[src/rtl/operand_fwd_sel.sv]
// Operand-B select with EX/MEM and MEM/WB forwarding on source 0, delivered through a 2-entry skid buffer.
// Define OPERAND_FWD_SEL_CNT_EN to add saturating forwarding-hit counters (fwd_ex_cnt, fwd_wb_cnt).
module operand_fwd_sel #(
    parameter int WIDTH = 64,
    parameter int NSRC  = 5,
    parameter int SEL_W = $clog2(NSRC),
    parameter int RA_W  = 5
) (
    input  logic                  clk,
    input  logic                  reset_n,
    input  logic                  in_valid,
    output logic                  in_ready,
    input  logic [SEL_W-1:0]      sel,
    input  logic [WIDTH*NSRC-1:0] src_data,
    input  logic [RA_W-1:0]       rs_addr,
    input  logic                  exmem_wr,
    input  logic [RA_W-1:0]       exmem_rd,
    input  logic [WIDTH-1:0]      exmem_data,
    input  logic                  memwb_wr,
    input  logic [RA_W-1:0]       memwb_rd,
    input  logic [WIDTH-1:0]      memwb_data,
    output logic                  out_valid,
    input  logic                  out_ready,
    output logic [WIDTH-1:0]      out_data,
    output logic [1:0]            out_fwd,
`ifdef OPERAND_FWD_SEL_CNT_EN
    output logic [15:0]           fwd_ex_cnt,
    output logic [15:0]           fwd_wb_cnt,
`endif
    output logic                  sel_err
);

    typedef enum logic [1:0] {EMPTY, ONE, TWO} state_t;

    state_t           state_q, state_d;
    logic             out_valid_q, out_valid_d;
    logic             in_ready_q, in_ready_d;
    logic [WIDTH-1:0] out_data_q, out_data_d;
    logic [1:0]       out_fwd_q, out_fwd_d;
    logic [WIDTH-1:0] skid_data_q, skid_data_d;
    logic [1:0]       skid_fwd_q, skid_fwd_d;
    logic             sel_err_q, sel_err_d;

    logic             accept, drain;
    logic [WIDTH-1:0] beat_data;
    logic [1:0]       beat_fwd;
    logic             beat_legal;

    assign accept = in_valid & in_ready_q;
    assign drain  = out_valid_q & out_ready;

    // Illegal selects fall through the loop and leave data at zero.
    always_comb begin
        beat_data  = '0;
        beat_fwd   = 2'b00;
        beat_legal = 1'b0;
        for (int i = 0; i < NSRC; i++) begin
            if (sel == SEL_W'(i)) begin
                beat_data  = src_data[i*WIDTH +: WIDTH];
                beat_legal = 1'b1;
            end
        end
        if (sel == '0 && rs_addr != RA_W'(31)) begin
            if (exmem_wr && exmem_rd == rs_addr) begin
                beat_data = exmem_data;
                beat_fwd  = 2'b01;
            end else if (memwb_wr && memwb_rd == rs_addr) begin
                beat_data = memwb_data;
                beat_fwd  = 2'b10;
            end
        end
    end

    always_comb begin
        state_d     = state_q;
        out_data_d  = out_data_q;
        out_fwd_d   = out_fwd_q;
        skid_data_d = skid_data_q;
        skid_fwd_d  = skid_fwd_q;
        case (state_q)
            EMPTY: begin
                if (accept) begin
                    state_d    = ONE;
                    out_data_d = beat_data;
                    out_fwd_d  = beat_fwd;
                end
            end
            ONE: begin
                if (accept && drain) begin
                    out_data_d = beat_data;
                    out_fwd_d  = beat_fwd;
                end else if (accept) begin
                    state_d     = TWO;
                    skid_data_d = beat_data;
                    skid_fwd_d  = beat_fwd;
                end else if (drain) begin
                    state_d = EMPTY;
                end
            end
            TWO: begin
                if (drain) begin
                    state_d    = ONE;
                    out_data_d = skid_data_q;
                    out_fwd_d  = skid_fwd_q;
                end
            end
            default: state_d = EMPTY;
        endcase
        out_valid_d = (state_d != EMPTY);
        in_ready_d  = (state_d != TWO);
        sel_err_d   = sel_err_q | (accept & ~beat_legal);
    end

`ifdef OPERAND_FWD_SEL_CNT_EN
    logic [15:0] fwd_ex_cnt_q, fwd_ex_cnt_d;
    logic [15:0] fwd_wb_cnt_q, fwd_wb_cnt_d;

    always_comb begin
        fwd_ex_cnt_d = fwd_ex_cnt_q;
        fwd_wb_cnt_d = fwd_wb_cnt_q;
        if (accept && beat_fwd == 2'b01 && fwd_ex_cnt_q != 16'hFFFF)
            fwd_ex_cnt_d = fwd_ex_cnt_q + 16'd1;
        if (accept && beat_fwd == 2'b10 && fwd_wb_cnt_q != 16'hFFFF)
            fwd_wb_cnt_d = fwd_wb_cnt_q + 16'd1;
    end

    always_ff @(posedge clk) begin
        if (!reset_n) begin
            fwd_ex_cnt_q <= '0;
            fwd_wb_cnt_q <= '0;
        end else begin
            fwd_ex_cnt_q <= fwd_ex_cnt_d;
            fwd_wb_cnt_q <= fwd_wb_cnt_d;
        end
    end

    assign fwd_ex_cnt = fwd_ex_cnt_q;
    assign fwd_wb_cnt = fwd_wb_cnt_q;
`endif

    always_ff @(posedge clk) begin
        if (!reset_n) begin
            state_q     <= EMPTY;
            out_valid_q <= 1'b0;
            in_ready_q  <= 1'b1;
            out_data_q  <= '0;
            out_fwd_q   <= 2'b00;
            skid_data_q <= '0;
            skid_fwd_q  <= 2'b00;
            sel_err_q   <= 1'b0;
        end else begin
            state_q     <= state_d;
            out_valid_q <= out_valid_d;
            in_ready_q  <= in_ready_d;
            out_data_q  <= out_data_d;
            out_fwd_q   <= out_fwd_d;
            skid_data_q <= skid_data_d;
            skid_fwd_q  <= skid_fwd_d;
            sel_err_q   <= sel_err_d;
        end
    end

    assign in_ready  = in_ready_q;
    assign out_valid = out_valid_q;
    assign out_data  = out_data_q;
    assign out_fwd   = out_fwd_q;
    assign sel_err   = sel_err_q;

endmodule

[config.mk]
export PLATFORM = sky130hd
export DESIGN_NAME = operand_fwd_sel
export DESIGN_NICKNAME = d
export VERILOG_FILES = /design/src/rtl/operand_fwd_sel.sv
export SDC_FILE = /design/constraint.sdc
export NUM_CORES = 1
export LEC_CHECK = 0
export CORE_AREA = 2 2 209 211
export DETAILED_ROUTE_END_ITERATION = 16
export DIE_AREA = 0 0 211 213
export PLACE_DENSITY = 0.55
export SYNTH_ARGS = -nofsm -noshare
export SYNTH_HDL_FRONTEND = slang
export SYNTH_SLANG_ARGS = --single-unit
[constraint.sdc]
create_clock -name clk -period 2.8 [get_ports clk]
set_input_delay 0.7 -clock clk [delete_from_list [all_inputs] [get_ports clk]]
set_output_delay 0.7 -clock clk [all_outputs]
set_load 0.005 [all_outputs]
Word level (Yosys, flattened, before mapping). Cells that the tools add are included. Widths: inputs -> output; s select.

Flip-flop bits (word level): 137. Input bits: 472. Output and inout port bits: 69.

Equal/unequal tests: 13. Muxes and demuxes: 30. Bitwise logic cells: 6. Reduce and logical (&&, ||, !) cells: 10.

Operators with widths (count): $mux 64 (11); $pmux 64 s3 (1); $mux 2 (11); $pmux 2 s3 (2); $eq 5x5->1 (2); $ne 2x2->1 const B (4); $eq 3x2->1 const B (2); $mux 1 (5); $ne 5x5->1 const B (1); $logic_and 1x1->1 (4); $reduce_and 4->1 (1); $and 1x1->1 (3); $eq 3x1->1 const B (1); $eq 3x3->1 const B (1); $logic_not 3->1 (1); $reduce_and 3->1 (1); $reduce_bool 3->1 (1); $eq 2x1->1 const B (1); $eq 2x2->1 const B (1); $logic_not 2->1 (1); $not 1->1 (2); $reduce_bool 2->1 (1); $or 1x1->1 (1).

Logic depth before layout (Yosys ltp). Gate-level depths: netlist of the first run.

Word-level depth: 11. Depth in mapped cells: 9. Mapped depth without buffers: 7.

Worst setup path before layout of the first run. OpenSTA, ideal clock, no wires.

Path kind: in2reg. Start point: input sel[0]. End point: register skid_data_q[16]. Arrival: 2.093 ns. Path slack: 0.579 ns. Stages: 7. Buffers on the path: 2. Path through: buf_2 > buf_2 > mux4_2 > a22oi_1 > nand2_1 > o221ai_2 > o21ai_1.

Longest elaborated chain between the ends: 9. Elaborated cells between the ends (all ways): 14. Classes of those cells: eq/ne: 4; mux: 8; reduce/logical: 2.

RTL lines: start, declared (RTL line 13) `input logic [SEL_W-1:0] sel,`; $logic_not 3->1 (RTL line 58, 63); $mux 64 (5 in series) (RTL line 58) `if (sel == SEL_W'(i)) begin`; $mux 64 (RTL line 67) `end else if (memwb_wr && memwb_rd == rs_addr) begin`; $mux 64 (RTL line 64) `if (exmem_wr && exmem_rd == rs_addr) begin`; $mux 64 * (RTL line 63) `if (sel == '0 && rs_addr != RA_W'(31)) begin`; end signal, assigned (RTL line 157) `skid_data_q <= skid_data_d;`; end, declared (RTL line 40) `logic [WIDTH-1:0] skid_data_q, skid_data_d;`.

Mark *: on every way between the ends. The rest lies on a longest branch, timed or not. A chain may end at the register's enable or synchronous reset.

Final worst setup path of the first run.
Start point: input rs_addr[4]. End point: register skid_data_q[12].

Longest elaborated chain between the ends: 5. Elaborated cells between the ends (all ways): 9. Classes of those cells: eq/ne: 3; mux: 3; reduce/logical: 3.

RTL lines: start, declared (RTL line 15) `input logic [RA_W-1:0] rs_addr,`; $eq 5x5->1 (RTL line 67); $logic_and 1x1->1 (RTL line 67); $mux 64 (RTL line 67); $mux 64 (RTL line 64); $mux 64 * (RTL line 63).

Marked as above.

==> run metrics, run 1 <==
drt pass-1 iters 5; layout cells sized above 1 0.1403; Initial DRC Count ~520; Routed WL just over 40000 um; vias approximately 9000; status finished clean; WS Path Type input port to register; Net Sw Power around 0.0017 W; final non-filler cell total 1886; die area ~45000 sq um; final setup margin ~0.34 ns; wire length on met1 between 15000 and 20000 um; row count 76; DRT antenna net count 0; cts bufs inserted 17; Async SR Flop Fraction 0; htree depth 4; Int Power between 0.004 and 0.005 W; synth cell count leaders 137 x dfxtp_1, 136 x nand2_1, 118 x a22oi_1, 97 x o21ai_1, 64 x mux4_2; Synth Flop Type dfxtp_1; CTS Hold Bufs 0; DRC 0; postcts setup bufs 0; cell count after placement roughly 1900; Tot Pwr 0.006355 W; final instance area about 15000 sq um; max layer used met4; Synth Area in XOR/XNOR 0.01105; sequential element share of the synthesized area 0.3459; clock transition at the registers of the reported paths 0.06 ns; largest family of logic cells by synthesized area compound AO/OA/AOI/OAI gates; Mapped Nets between 1000 and 1500; first-pass GRT wire length between 50000 and 60000 um; Max Slew Vio Count 0; Pwr Density between 400 and 500 nW/um^2; Post-synth EDFFs 0; IO Pins about 540; top-count cell post-synth dfxtp_1; crit end category register; gp weighted congestion 0.8638; Final Core Density 0.3471; total clock sinks ~140; leakage 5.244 nW; Yosys reg bits around 140; area of placed instances around 14000 sq um; die width 211 um; Synth Warn # 0; grt total ovfl 0; core box area approximately 43000 sq um; final hold violations 0; mux share of post-synthesis cell area 0.1832; headroom to the max-slew limit 0.5061; cell taking the most area after synthesis dfxtp_1; vias per cell 4.790; Arr. time, crit path 2.76 ns; Max Clk Rate just over 0.4 GHz; Detailed Place HPWL approximately 33000 um; Yosys cell types 38; RSZ-0062 raised after global routing false; Final Setup Violations 0; top post-synthesis cells by area dfxtp_1 35%, mux4_2 18%, a22oi_1 11%, o221ai_2 7.4%, nand2_1 6.4%; Max IR drop VDD approximately 0.00028 V; syn_area_per_cell between 9 and 10 sq um; post-place setup slack -0.1015 ns; Layout Nets roughly 1800; Die H 213 um; PostCTS Resize Cnt 0; period utilisation layout 0.8772; Max Cap Viol 0; met2 wire len 20480 um; sw frac 0.2635; CTS tree yes; routed len/inst 21.76 um; sequential share of power 0.337; Buffers on Ports 540; Compound-Gate Fraction of Synth Area 0.3147; Mapped Area between 7000 and 8000 sq um; Synth Area in Simple Gates 0.09452; Initial Util 0.1857; # diodes 0; Max FO, Critical Path 27; Slew @ Worst Pin roughly 0.74 ns; CP Launch Type input port; Gate Count Post-Synth a little over 800; clk buf depth 2; post-route minimum period between 2 and 2.5 ns; worst hold path class register to register; Worst EP required just over 3 ns; gr usage total 0.1773; Area Overhead vs Synth 86.92%; vias in the first global route ~9500; Post-Synth Adder-Cell Area 0; clock root cell clkbuf_16; wire length on met3 2948 um; largest net degree at the start of global routing between 60 and 70; clock share of power 0.384; Skew-Pair Late Insertion Delay between 0.4 and 0.5 ns; Synth top area share 0.3459; Max Clock Skew a little over 0.006 ns; Logic pwr share 0.279; initial antenna violation count 0
[cell type report]
cell class / count / area [sq um]
clock inverters: 14 / 197.7
fillers: 4368 / 27880
clock buffers: 18 / 439.2
flip-flops and latches: 137 / 2743
multi-input cells: 585 / 4802
repair buffers: 582 / 5941
inverters: 4 / 15.01
well taps: 546 / 683.2
[per-layer routing]
metal / global-route usage / vias up
li1: - / 4248
met1: 0.2142 / 4358
met2: 0.3073 / 389
met3: 0.04721 / 39
met4: 0.05391 / 0
met5: 0 / -
[power groups by stage]
stage | logic, W | registers, W | clock network [W]
CTS | 0.00180 | 0.00214 | 0.00251
floorplan | 0.000635 | 0.00218 | 0
detailed placement | 0.00179 | 0.00218 | 0
global placement | 0.00178 | 0.00218 | 0
finish | 0.00178 | 0.00214 | 0.00244
global route | 0.00191 | 0.00216 | 0.00259
[worst paths after layout]
path	from	end	slack [ns]	cells past startpoint
worst max register to register	state_q[0]$_SDFF_PN0_	out_data[9]$_SDFFE_PN0P_	0.78	4
worst max-delay path	rs_addr[4]	skid_data_q[12]$_SDFFE_PN0P_	0.34	10
worst min register to register	skid_data_q[45]$_SDFFE_PN0P_	skid_data_q[45]$_SDFFE_PN0P_	0.45	2
worst min-delay path	skid_data_q[45]$_SDFFE_PN0P_	skid_data_q[45]$_SDFFE_PN0P_	0.45	2
[worst max-delay path: stages]
cell and delay, ns:
clkdlybuf4s50_1 0.46, buf_4 0.17, xor2_1 0.15, nor4_1 0.21
and3_1 0.23, nand3b_1 0.13, buf_12 0.20, buf_4 0.17
o221ai_1 0.23, o21ai_0 0.11
[per-stage QoR]
step	hold slack, ns	TNS [ns]
after floorplan	0.4255	0
final	0.4473	0
after CTS	0.4473	0
after detailed placement	0.4389	-4.896
after global placement	0.4328	-2.017
after global routing	0.4680	0
[layout by cell type (no fill, tap or decap), types with 3 or more instances in the layout]
| master | instances |
|---|---|
| a21oi_1 | 3 |
| a22oi_1 | 118 |
| a31oi_1 | 11 |
| and2_1 | 3 |
| and3_1 | 4 |
| buf_12 | 18 |
| buf_4 | 26 |
| bufinv_16 | 4 |
| clkbuf_16 | 17 |
| clkdlybuf4s50_1 | 538 |
| clkinv_4 | 3 |
| clkinvlp_4 | 5 |
| dfxtp_1 | 137 |
| inv_1 | 3 |
| mux4_2 | 64 |
| nand2_1 | 135 |
| nand2b_1 | 3 |
| nand3_1 | 3 |
| nor2_1 | 5 |
| nor3_1 | 12 |
| o21ai_0 | 23 |
| o21ai_1 | 97 |
| o221ai_1 | 24 |
| o221ai_2 | 39 |
| o22ai_1 | 11 |
| xor2_1 | 8 |
[cell families after synthesis]
| kind of cell | after synthesis |
|---|---|
| simple gates | 177 |
| mux | 65 |
| buf+inv | 91 |
| compound gates | 333 |
| flops | 137 |
| xor+xnor | 10 |
[registers in the layout, indices dropped and copies added (netlist names)]
name,count
skid_data_q,64
in_ready,1
state_q,2
out_fwd,2
sel_err,1
out_data,64
out_valid,1
skid_fwd_q,2
No activity file was read; power rests on OpenSTA's default activity.
==> run 2: changes to the inputs <==
--- a/config.mk
+++ b/config.mk
@@ -5,9 +5,9 @@
 export SDC_FILE = /design/constraint.sdc
 export NUM_CORES = 1
 export LEC_CHECK = 0
-export CORE_AREA = 2 2 209 211
+export CORE_AREA = 2 2 212 214
 export DETAILED_ROUTE_END_ITERATION = 16
-export DIE_AREA = 0 0 211 213
+export DIE_AREA = 0 0 214 216
 export PLACE_DENSITY = 0.55
 export SYNTH_ARGS = -nofsm -noshare
 export SYNTH_HDL_FRONTEND = slang
==> constraint.sdc (replaced) <==
create_clock -name clk -period 2 [get_ports clk]
set_input_delay 0.5 -clock clk [delete_from_list [all_inputs] [get_ports clk]]
set_output_delay 0.5 -clock clk [all_outputs]
set_load 0.005 [all_outputs]
==> run 2 against run 1 <==
Against the previous run: total power rose by 44%; largest power group unchanged; sequential power increased by 40%; largest cell class unchanged; flip-flop and latch count did not move; highest routed layer is now met5.
==> run metrics, run 2 (synthesized netlist as in run 1, its figures left out) <==
status finished clean; post-place setup slack -0.7237 ns (-0.6222 ns); die width 214 um (+1.4%); Skew-Pair Late Insertion Delay 0.43 ns (about the same); initial antenna violation count 5 (+5); gp weighted congestion 0.9418 (+9.0%); clock transition at the registers of the reported paths 0.06 ns (about the same); htree depth 4 (unchanged); Max Cap Viol 0 (unchanged); Initial DRC Count 624 (+21%); hold slack final 0.4460 ns (-0.001357 ns); final hold violations 0 (unchanged); Layout Nets 1864 (+3.6%); Arr. time, crit path 2.31 ns (-0.45 ns); Max Clock Skew 0.01272 ns (+0.006495 ns); filler cell count 4352 (-0.37%); Die H 216 um (+1.4%); total clock sinks 137 (unchanged); headroom to the max-slew limit 0.7172 (+0.2111); Area Overhead vs Synth 107.1%; Max Slew Vio Count 0 (unchanged); largest net degree at the start of global routing 36 (-46%); leakage 5.919 nW (+13%); CP Launch Type input port; max layer used met5; Tot Pwr 0.009134 W (+44%); layout cells sized above 1 0.2313 (+0.09102); row count 77 (+1.3%); IO Pins 541 (unchanged); grt total ovfl 0 (unchanged); commonest non-fill, non-tap cell in the layout clkdlybuf4s50_1; worst hold path class register to register; period utilisation layout 0.9745; vias in the first global route 10070 (+5.7%); Worst EP required 2.36 ns (-0.75 ns); CTS Hold Bufs 0 (unchanged); Initial Util 0.1809 (-0.004829); clock root cell clkbuf_16; Max FO, Critical Path 6 (-78%); first-pass GRT wire length 64790 um (+9.4%); Max IR drop VDD 0.0004769 V (+69%); Buffers on Ports 540 (unchanged); core box area 43840 sq um (+2.7%); clk buf depth 2 (unchanged); met2 wire len 22820 um (+11%); Detailed Place HPWL 34360 um (+5.6%); most frequent cells in the layout 521 x clkdlybuf4s50_1, 137 x dfxtp_1, 118 x a22oi_1, 111 x nand2_1, 99 x o21ai_1; RSZ-0062 raised after global routing true; vias 9479 (+4.9%); Routed WL 45800 um (+12%); vias per cell 4.740 (-1.1%); post-route minimum period 1.949 ns; final setup margin 0.05095 ns (-0.2930 ns); Final Setup Violations 0 (unchanged); Final Core Density 0.3746 (+0.02748); DRT antenna net count 0 (unchanged); Max Clk Rate 0.5131 GHz; Slew @ Worst Pin 0.4242 ns (-0.3166 ns); cts bufs inserted 17 (unchanged); crit end category register; die area 46220 sq um (+2.9%); WS Path Type input port to register; routed len/inst 22.90 um (+5.2%); wire length on met1 19180 um (+15%); gr usage total 0.1873 (+0.009980); CTS tree yes; DRC 0 (unchanged); Pwr Density 556.3 nW/um^2 (+30%); drt pass-1 iters 5 (unchanged); wire length on met3 2740 um (-7.1%)
run 2: path summary, 6_finish.rpt:
| check | from | to | slack, ns | depth (start not counted) |
|---|---|---|---|---|
| worst max-delay path | exmem_rd[1] | out_data[33]$_SDFFE_PN0P_ | 0.05 | 10 |
| worst min-delay path | skid_data_q[43]$_SDFFE_PN0P_ | skid_data_q[43]$_SDFFE_PN0P_ | 0.45 | 2 |
| worst max register to register | out_valid$_SDFF_PN0_ | out_data[46]$_SDFFE_PN0P_ | 0.31 | 8 |
| worst min register to register | skid_data_q[43]$_SDFFE_PN0P_ | skid_data_q[43]$_SDFFE_PN0P_ | 0.45 | 2 |
run 2: cell type report:
cell class	count	area, sq um	share of cell area
Clock inverter	13	166.4	0.01013
Multi-Input combinational cell	585	5404	0.3291
Inverter	4	15.01	0.0009144
Timing Repair Buffer	647	6892	0.4197
Antenna cell	3	7.507	0.0004572
Tap cell	592	740.7	0.04511
Clock buffer	19	452.9	0.02758
Sequential cell	137	2743	0.1670
run 2: critical path, stage by stage:
cell,delay [ns]
dlygate4sd2_1,0.25
xor2_1,0.15
nor4_2,0.29
and3_1,0.22
nand3b_1,0.12
buf_6,0.18
buf_12,0.17
buf_12,0.14
o221ai_4,0.12
o21ai_1,0.15
run 2: through the flow:
| step | area, sq um | TNS, ns | cells |
|---|---|---|---|
| 5_1_grt | 16420 | -0.01589 | 2000 |
| 6_report | 16420 | 0 | 2000 |
| 2_1_floorplan | 7929 | -1.718 | 813 |
| 3_3_place_gp | 14770 | -85.18 | 1944 |
| 4_1_cts | 15870 | -0.0005429 | 1989 |
| 3_5_place_dp | 14770 | -85.54 | 1944 |
run 2: routing by layer:
layer  up-vias  track usage
met5         -            0
met4         2      0.06364
met3        56      0.04383
met2       367       0.3225
met1      4654       0.2288
li1       4400            -
run 2: report_power, final:
part / switching [W] / internal (W)
registers: 0.0000985 / 0.00290
clock network: 0.00131 / 0.00204
logic: 0.00108 / 0.00170
run 2: repair_timing:
action,4_1_cts,5_1_grt
resized for setup,60,98
cloned,6,7
setup endpoints to repair,132,132
endpoints found under the hold margin,0,0
pin swaps,8,22
buffers inserted,7,2
